===== src/rtl/branch_resolution_unit.sv =====
// Branch resolution unit: in-order queue of IF predictions checked against EX
// outcomes, producing a registered flush/redirect pulse and perf counters.
module branch_resolution_unit #(
    parameter int DEPTH      = 4,
    parameter int GBHR_WIDTH = 3,
    parameter int CNT_WIDTH  = 32
) (
    input  logic                  clk,
    input  logic                  rst,
    input  logic                  stall,
    input  logic                  IF_push,
    input  logic                  IF_pred_taken,
    input  logic [31:0]           IF_pred_target,
    input  logic [31:0]           IF_fallthrough,
    input  logic [GBHR_WIDTH-1:0] IF_gbhr,
    input  logic                  EX_resolve,
    input  logic                  EX_br_en,
    input  logic [31:0]           EX_target,
    output logic                  mispredict,
    output logic [31:0]           redirect_pc,
    output logic [GBHR_WIDTH-1:0] restore_gbhr,
    output logic                  full,
    output logic                  empty,
    output logic                  overflow,
    output logic                  underflow,
    output logic [CNT_WIDTH-1:0]  branch_count,
    output logic [CNT_WIDTH-1:0]  mispredict_count
);

    localparam int PW = $clog2(DEPTH);
    localparam int CW = PW + 1;
    localparam logic [CW-1:0] FULL_CNT = CW'(DEPTH);

    logic [DEPTH-1:0]      taken_q;
    logic [31:0]           tgt_q   [DEPTH];
    logic [31:0]           ft_q    [DEPTH];
    logic [GBHR_WIDTH-1:0] gbhr_q  [DEPTH];

    logic [PW-1:0]         head_q, head_d, tail_q, tail_d;
    logic [CW-1:0]         count_q, count_d;
    logic                  misp_q, misp_d;
    logic [31:0]           rpc_q, rpc_d;
    logic [GBHR_WIDTH-1:0] rg_q, rg_d;
    logic                  ovf_q, ovf_d, unf_q, unf_d;
    logic [CNT_WIDTH-1:0]  bc_q, bc_d, mc_q, mc_d;

    logic push, res, is_full, is_empty, pop, wrong, flush, do_push;

    assign push     = IF_push & ~stall;
    assign res      = EX_resolve & ~stall;
    assign is_full  = (count_q == FULL_CNT);
    assign is_empty = (count_q == '0);
    assign pop      = res & ~is_empty;

    // Target only matters when both predicted and actual are taken
    assign wrong = (taken_q[head_q] != EX_br_en)
                 | (taken_q[head_q] & EX_br_en & (tgt_q[head_q] != EX_target));
    assign flush   = pop & wrong;
    assign do_push = push & ~flush & (~is_full | pop);

    always_comb begin
        head_d  = head_q;
        tail_d  = tail_q;
        count_d = count_q;
        if (flush) begin
            head_d  = tail_q;
            count_d = '0;
        end else begin
            if (pop)     head_d = head_q + 1'b1;
            if (do_push) tail_d = tail_q + 1'b1;
            count_d = count_q + CW'(do_push) - CW'(pop);
        end
    end

    always_comb begin
        misp_d = flush;
        rpc_d  = rpc_q;
        rg_d   = rg_q;
        if (flush) begin
            rpc_d = EX_br_en ? EX_target : ft_q[head_q];
            rg_d  = {gbhr_q[head_q][GBHR_WIDTH-2:0], EX_br_en};
        end
        bc_d  = (pop && !(&bc_q)) ? bc_q + 1'b1 : bc_q;
        mc_d  = (flush && !(&mc_q)) ? mc_q + 1'b1 : mc_q;
        ovf_d = ovf_q | (push & is_full & ~pop);
        unf_d = unf_q | (res & is_empty);
    end

    always_ff @(posedge clk) begin
        if (do_push) begin
            taken_q[tail_q] <= IF_pred_taken;
            tgt_q[tail_q]   <= IF_pred_target;
            ft_q[tail_q]    <= IF_fallthrough;
            gbhr_q[tail_q]  <= IF_gbhr;
        end
    end

    always_ff @(posedge clk) begin
        if (rst) begin
            head_q  <= '0;
            tail_q  <= '0;
            count_q <= '0;
            misp_q  <= 1'b0;
            rpc_q   <= '0;
            rg_q    <= '0;
            ovf_q   <= 1'b0;
            unf_q   <= 1'b0;
            bc_q    <= '0;
            mc_q    <= '0;
        end else begin
            head_q  <= head_d;
            tail_q  <= tail_d;
            count_q <= count_d;
            misp_q  <= misp_d;
            rpc_q   <= rpc_d;
            rg_q    <= rg_d;
            ovf_q   <= ovf_d;
            unf_q   <= unf_d;
            bc_q    <= bc_d;
            mc_q    <= mc_d;
        end
    end

    assign mispredict       = misp_q;
    assign redirect_pc      = rpc_q;
    assign restore_gbhr     = rg_q;
    assign full             = is_full;
    assign empty            = is_empty;
    assign overflow         = ovf_q;
    assign underflow        = unf_q;
    assign branch_count     = bc_q;
    assign mispredict_count = mc_q;

endmodule


===== config.mk =====
export PLATFORM = sky130hd
export DESIGN_NAME = branch_resolution_unit
export DESIGN_NICKNAME = d
export VERILOG_FILES = /design/src/rtl/branch_resolution_unit.sv
export SDC_FILE = /design/constraint.sdc
export NUM_CORES = 1
export LEC_CHECK = 0
export CORE_ASPECT_RATIO = 0.75
export CORE_MARGIN = 8
export CORE_UTILIZATION = 59
export DETAILED_ROUTE_END_ITERATION = 8
export GPL_TIMING_DRIVEN = 0
export PLACE_DENSITY = 0.92
export SYNTH_ARGS = -nofsm -noshare
export SYNTH_HDL_FRONTEND = slang
export SYNTH_SLANG_ARGS = --single-unit

===== constraint.sdc =====
create_clock -name clk -period 8.4 [get_ports clk]
set_input_delay 1.26 -clock clk [delete_from_list [all_inputs] [get_ports clk]]
set_output_delay 1.26 -clock clk [all_outputs]
set_load 0.02 [all_outputs]

==> flow_summary.json, run 1 <==
{
  "fin_skew_ns": 0.0207,
  "seq_area_frac_synth": 0.667,
  "ys_async_sr_fraction": 0,
  "synthSimpleGateAreaFrac": 0.0877,
  "rsz0062_at_grt": "false",
  "synthCells": 994,
  "cts.repair.resized": 0,
  "synth-edff-count": 268,
  "cts_setup_buffers": 0,
  "htreeDepth": 2,
  "cp-end-kind": "flip-flop",
  "slew_headroom": 0.198,
  "cts_buffers": 36,
  "place_inst": 1550,
  "seqPwrFrac": 0.483,
  "cts_tree": "done",
  "netSwitchingFraction": 0.244,
  "vias": 9702,
  "clkPwrFrac": 0.360,
  "syn_avg_cell_area_um2": 15.5,
  "synth.area.top_cells": "edfxtp_1 52%, dfxtp_1 14%, mux4_2 9.5%",
  "root_buffer": "clkbuf_16",
  "start_util": 0.597,
  "critPathArrivalTime_ns": 4.62,
  "syn2layout_area_growth_pct": 24.6,
  "synth_flop_cell": "edfxtp_1",
  "synth_compound_area_frac": 0.0609,
  "syn_area_um2": 15400,
  "fin_cells": 1614,
  "hold_viol": 0,
  "cts_buffer_depth": 3,
  "post_synth_num_cell_types": 57,
  "dieArea_um2": 31600,
  "ys_ff_latch": 379,
  "gp_congestion": 0.806,
  "drt-initial-drc-count": 753,
  "ff2ff_path_depth": 12,
  "hold_path_depth": 2,
  "final_nets": 1359,
  "grt_max_degree": 47,
  "status": "finished clean",
  "fmax_ghz": 0.225,
  "tns_ns": 0,
  "core-area_um2": 25800,
  "io_buffers": 208,
  "wl_um": 38100,
  "ir_drop_uv": 190,
  "synthAdderAreaFrac": 0.00780,
  "setup_viol": 0,
  "synth_fp_nets": 1109,
  "die_w_um": 203,
  "synthXorXnorAreaFrac": 0.0319,
  "path_class": "flip-flop to flip-flop",
  "clock_sinks": 379,
  "worstPathRequired_ns": 8.58,
  "grt_pass1_vias": 9848,
  "via_per_inst": 6.01,
  "postRouteAntennaNets": 0,
  "p_switching_mw": 1.07,
  "clkLatencyLatePin_ns": 0.51,
  "ctsHoldBuffers": 0,
  "fillers": 1570,
  "fin_crit_sh": 0.529,
  "grt_use_total": 0.237,
  "worstHoldPathType": "flip-flop to flip-flop",
  "overflow": 0,
  "drive_gt1_frac": 0.151,
  "row_count": 51,
  "period_needed_ns": 4.44,
  "pwr-share-comb": 0.157,
  "antenna_found_initial": 5,
  "drtPass1Iterations": 5,
  "crit_fanout": 43,
  "synth_top_family_by_area": "multiplexers",
  "io_pins": 210,
  "maxCapViolations": 0,
  "synth_warnings": 0,
  "grt_first_pass_wirelength_um": 57500,
  "p_int_mw": 3.34,
  "muxShareOfSynthArea": 0.124,
  "start_kind": "flip-flop",
  "pwr_density_cell_nw_per_um2": 230,
  "path_clk_slew_ns": 0.06,
  "wire_per_inst_um": 23.6,
  "die_y_um": 156,
  "synth_area_leader_cell": "edfxtp_1",
  "hpwl_um": 26300,
  "route.detailed.drc": 0,
  "tightest_slew_ns": 1.20,
  "slew_violations": 0,
  "power.leakage_nw": 6.13,
  "synth_top_area_share": 0.523
}
-- sequential cells by signal, indices dropped and copies added (netlist names), named ones only --
signal            count
head_q                2
mispredict_count     32
redirect_pc          32
count_q               3
underflow             1
branch_count         32
taken_q               4
mispredict            1
tail_q                2
restore_gbhr          3
gbhr_q                8
ft_q                128
overflow              1
tgt_q               128
-- synth_stat cells (all sizes together) (2+ instances only) --
library cell and count:
a31oi 3, edfxtp 268, and3 10, a211oi 32, nand4 21, mux2i 34, a31o 2, or4 13
o21ai 25, or3 20, nor2b 5, or2 3, xnor2 37, nor3 15, buf 23, dfxtp 111
nor2 77, nor4 6, nand3 26, mux4 67, nand2 47, o211ai 2, clkbuf 24, o21a 2
mux2 5, and2 7, a21oi 37, ha 8, inv 13, xor2 19, o31ai 13, and4 8
-- routing by layer --
metal / track usage / wire [um] / vias up / share of wire
met3: 0.0627 / 3260 / 59 / 0.086
met1: 0.314 / 15900 / 4846 / 0.42
met2: 0.384 / 18200 / 412 / 0.48
li1: - / - / 4377 / -
met4: 0.0672 / 783 / 8 / 0.021
met5: 0 / 55 / - / 0.0014
-- stage by stage --
stage	area (um^2)	utilization	power, mW	hold slack (ns)	setup slack, ns
2_1_floorplan	15400	-	2.58	0.468	3.98
3_3_place_gp	17900	0.695	2.83	0.449	1.60
3_5_place_dp	18000	0.699	2.86	0.464	3.60
4_1_cts	19200	0.744	4.43	0.478	3.99
5_1_grt	19200	0.744	4.55	0.502	3.81
6_report	19200	0.744	4.41	0.473	3.96
-- area by class of cell --
type	instances	area (um^2)	share of cell area
clock buffers	49	1000	0.0522
plain buffers	47	269	0.0140
clock inverters	14	145	0.00757
repair buffers	212	2190	0.114
well taps	344	430	0.0224
diodes	1	2.50	0.000130
multi-input cells	555	4820	0.251
inverters	13	48.8	0.00254
flip-flops and latches	379	10300	0.535
-- placed cells by master, fill, tap and decap left out, drive strengths merged, types with 15 or more instances in the layout --
cell type and count:
dfxtp 111, or3 20, buf 27, a21oi 37, nor3 15, nand3 26, xor2 19, mux4 67
clkbuf 73, o21ai 25, xnor2 37, nor2 77, mux2i 34, nand2 47, a211oi 32, edfxtp 268
clkdlybuf4s50 208, nand4 21
-- worst max-delay path, stage by stage (launching register included) --
cell,delay [ns]
dfxtp_1,0.30
buf_2,0.30
clkbuf_1,0.57
mux4_2,0.42
xnor2_1,0.19
nand4_1,0.31
nor4_2,0.45
a21boi_2,0.18
o21a_1,0.22
buf_6,0.15
nor2_4,0.19
and2_4,0.46
buf_16,0.30
-- power groups by stage --
stage / clock network [mW] / registers [mW] / logic [mW]
after floorplan: 0 / 2.20 / 0.387
after global placement: 0 / 2.17 / 0.657
after detailed placement: 0 / 2.17 / 0.687
after CTS: 1.61 / 2.13 / 0.694
after global routing: 1.68 / 2.14 / 0.737
final: 1.59 / 2.13 / 0.692
-- kinds of logic after synthesis --
kind of cell	Yosys count
adder cells (fa/ha/maj)	9
multiplexers	106
buffers and inverters	60
AND/OR/NAND/NOR	261
XOR/XNOR	56
flip-flops	379
AO/OA/AOI/OAI	123
-- final timing paths --
check,start,endpoint,slack (ns)
setup / recovery,flip-flop,tgt_q[3][29],3.96
hold reg to reg,restore_gbhr[2],restore_gbhr[2],0.47
setup reg to reg,flip-flop,tgt_q[3][29],3.96
hold / removal,restore_gbhr[2],restore_gbhr[2],0.47
No activity file was read; power rests on OpenSTA's default activity.
==> inputs of run 2 (changes only) <==
--- a/config.mk
+++ b/config.mk
@@ -7,10 +7,10 @@
 export LEC_CHECK = 0
 export CORE_ASPECT_RATIO = 0.75
 export CORE_MARGIN = 8
-export CORE_UTILIZATION = 59
+export CORE_UTILIZATION = 50
 export DETAILED_ROUTE_END_ITERATION = 8
 export GPL_TIMING_DRIVEN = 0
-export PLACE_DENSITY = 0.92
+export PLACE_DENSITY = 0.84
 export SYNTH_ARGS = -nofsm -noshare
 export SYNTH_HDL_FRONTEND = slang
 export SYNTH_SLANG_ARGS = --single-unit
==> constraint.sdc (replaced) <==
create_clock -name clk -period 4 [get_ports clk]
set_input_delay 0.6 -clock clk [delete_from_list [all_inputs] [get_ports clk]]
set_output_delay 0.6 -clock clk [all_outputs]
set_load 0.02 [all_outputs]
==> flow_summary.json, run 2 (same netlist as run 1, synthesis figures left out) <==
{
  "status": "finished clean",
  "final_cell_mix": "268 x edfxtp_1, 208 x clkdlybuf4s50_1, 111 x dfxtp_1",
  "grt_use_total": 0.208,
  "ir_drop_uv": 402,
  "syn2layout_area_growth_pct": 27.4,
  "tns_ns": 0,
  "antenna_found_initial": 3,
  "dieArea_um2": 36700,
  "hold_viol": 0,
  "critPathMostFrequentCell": "buf_12",
  "worst_path_max_delay_cell": "mux4_2",
  "drt-initial-drc-count": 767,
  "grt_pass1_vias": 9731,
  "io_buffers": 208,
  "slowest_delay_ns": 0.52,
  "pwr_density_cell_nw_per_um2": 491,
  "largestRegisters": "ft_q (128), tgt_q (128)",
  "path_class": "flip-flop to flip-flop",
  "row_count": 55,
  "fin_util": 0.649,
  "postRouteAntennaNets": 0,
  "period_needed_ns": 3.83,
  "core-area_um2": 30200,
  "fillers": 2149,
  "tightest_slew_ns": 1.25,
  "worstHoldPathType": "flip-flop to flip-flop",
  "slew_violations": 0,
  "fin_crit_sh": 0.959,
  "vias": 9721,
  "overflow": 0,
  "power.leakage_nw": 6.29,
  "route.detailed.drc": 0,
  "die_y_um": 168,
  "cp-end-kind": "flip-flop",
  "rsz0062_at_grt": "true",
  "fmax_ghz": 0.261,
  "hpwl_um": 26500,
  "start_util": 0.510,
  "drtPass1Iterations": 5,
  "cts_buffer_depth": 3,
  "root_buffer": "clkbuf_16",
  "crit_fanout": 15,
  "gp_congestion": 0.851,
  "final_nets": 1373,
  "slew_headroom": 0.162,
  "drive_gt1_frac": 0.166,
  "worstPathRequired_ns": 4.17,
  "clock_sinks": 379,
  "cts_buffers": 38,
  "ctsHoldBuffers": 0,
  "grt_max_degree": 48,
  "clkLatencyLatePin_ns": 0.53,
  "critPathArrivalTime_ns": 4.00,
  "io_pins": 210,
  "fin_skew_ns": 0.0159,
  "htreeDepth": 2,
  "maxCapViolations": 0,
  "crit_chain": "buf_12 > mux4_2 > xnor2_1 > nand4_1 > nor4_4 > a21boi_2 > o21a_1 > buf_6 > nor2_4 > buf_12 > buf_4 > and2_2",
  "start_kind": "flip-flop",
  "die_w_um": 219,
  "via_per_inst": 5.76,
  "wire_per_inst_um": 23.4,
  "path_clk_slew_ns": 0.06,
  "cts_tree": "done",
  "grt_first_pass_wirelength_um": 58700,
  "wl_um": 39500,
  "setup_viol": 0,
  "layout_commonest_cell": "edfxtp_1"
}
[run 2: cell count changes in the layout (fill, tap and decap cells not counted), moves of 2 or more]
| cell | change |
|---|---|
| clkinv_2 | -3 |
| clkbuf_16 | +4 |
| clkbuf_1 | -5 |
| clkinv_1 | +4 |
| and2_2 | +4 |
| bufinv_16 | +2 |
| clkinvlp_4 | +2 |
| inv_6 | +2 |
| buf_12 | +3 |
| buf_4 | +6 |
| clkbuf_8 | +2 |
| buf_2 | -3 |
[run 2: repair_timing]
item	CTS	global route
gates resized for setup	12	3
setup buffers	3	2
endpoints found under the setup margin	270	193
cloned	4	3
pin swaps	8	3
[run 2: path summary, 6_finish.rpt]
| check | start | end | slack [ns] | cells past startpoint |
|---|---|---|---|---|
| setup reg to reg | flip-flop | ft_q[0][10] | 0.17 | 12 |
| hold / removal | restore_gbhr[0] | restore_gbhr[0] | 0.47 | 2 |
| setup / recovery | flip-flop | ft_q[0][10] | 0.17 | 12 |
| hold reg to reg | restore_gbhr[0] | restore_gbhr[0] | 0.47 | 2 |
[run 2: routing by layer]
metal | part of all wire | vias up | track usage
li1 | - | 4420 | -
met1 | 0.44 | 4897 | 0.288
met2 | 0.47 | 336 | 0.328
met3 | 0.073 | 64 | 0.0492
met4 | 0.022 | 4 | 0.0522
met5 | 0.00068 | - | 0
[run 2: per-stage QoR]
stage	hold WS, ns	total power [mW]	std cells	setup slack, ns	instance area (um^2)
CTS	0.480	9.66	1682	0.00844	19500
floorplan	0.468	5.42	994	0.441	15400
detailed placement	0.471	6.00	1605	-0.436	18100
global route	0.495	9.95	1688	-0.0402	19600
finish	0.469	9.62	1688	0.165	19600
global placement	0.446	5.95	1601	-1.21	18000
[run 2: layout make-up]
cell class                 count  area, um^2  area share
sequential                   379       10300       0.524
clock buffer                  47        1020      0.0523
tap                          399         499      0.0255
buffer                        47         308      0.0157
antenna                        1        2.50    0.000128
clock inverter                23         265      0.0135
inverter                      13        48.8     0.00249
multi-input combinational    559        4870       0.249
timing repair buffer         220        2320       0.118
[run 2: power breakdown]
group	total (mW)	switching [mW]	internal, mW
sequential	4.47	0.0815	4.39
combinational	1.50	0.802	0.695
clock	3.65	1.49	2.16
[run 2: critical path: cells and delay by family (launching register included)]
kind | cells | cell delay [ns]
and+or+nand+nor | 4 | 1.24
buffers and inverters | 4 | 0.59
xor gates and xnor gates | 1 | 0.39
AOI/OAI and AO/OA | 2 | 0.36
DFF | 1 | 0.35
muxes | 1 | 0.52
==> inputs of run 3 (changes only) <==
--- a/config.mk
+++ b/config.mk
@@ -7,10 +7,11 @@
 export LEC_CHECK = 0
 export CORE_ASPECT_RATIO = 0.75
 export CORE_MARGIN = 8
-export CORE_UTILIZATION = 50
+export CORE_UTILIZATION = 59
 export DETAILED_ROUTE_END_ITERATION = 8
 export GPL_TIMING_DRIVEN = 0
-export PLACE_DENSITY = 0.84
+export PLACE_DENSITY = 0.92
+export SLEW_MARGIN = 15
 export SYNTH_ARGS = -nofsm -noshare
 export SYNTH_HDL_FRONTEND = slang
 export SYNTH_SLANG_ARGS = --single-unit
==> constraint.sdc (replaced) <==
create_clock -name clk -period 5 [get_ports clk]
set_input_delay 0.75 -clock clk [delete_from_list [all_inputs] [get_ports clk]]
set_output_delay 0.75 -clock clk [all_outputs]
set_load 0.02 [all_outputs]
==> results of run 3 <==
Same layout as run 1 (identical final DEF). Status: finished clean.
Main changes from that run: setup slack after placement 3.60 ns -> 0.605 ns; setup slack after layout 3.96 ns -> 0.556 ns; register-to-register setup slack 3.96 ns -> 0.56 ns; total power 4.41 mW -> 7.41 mW; worst IR drop on VDD 190 uV -> 320 uV
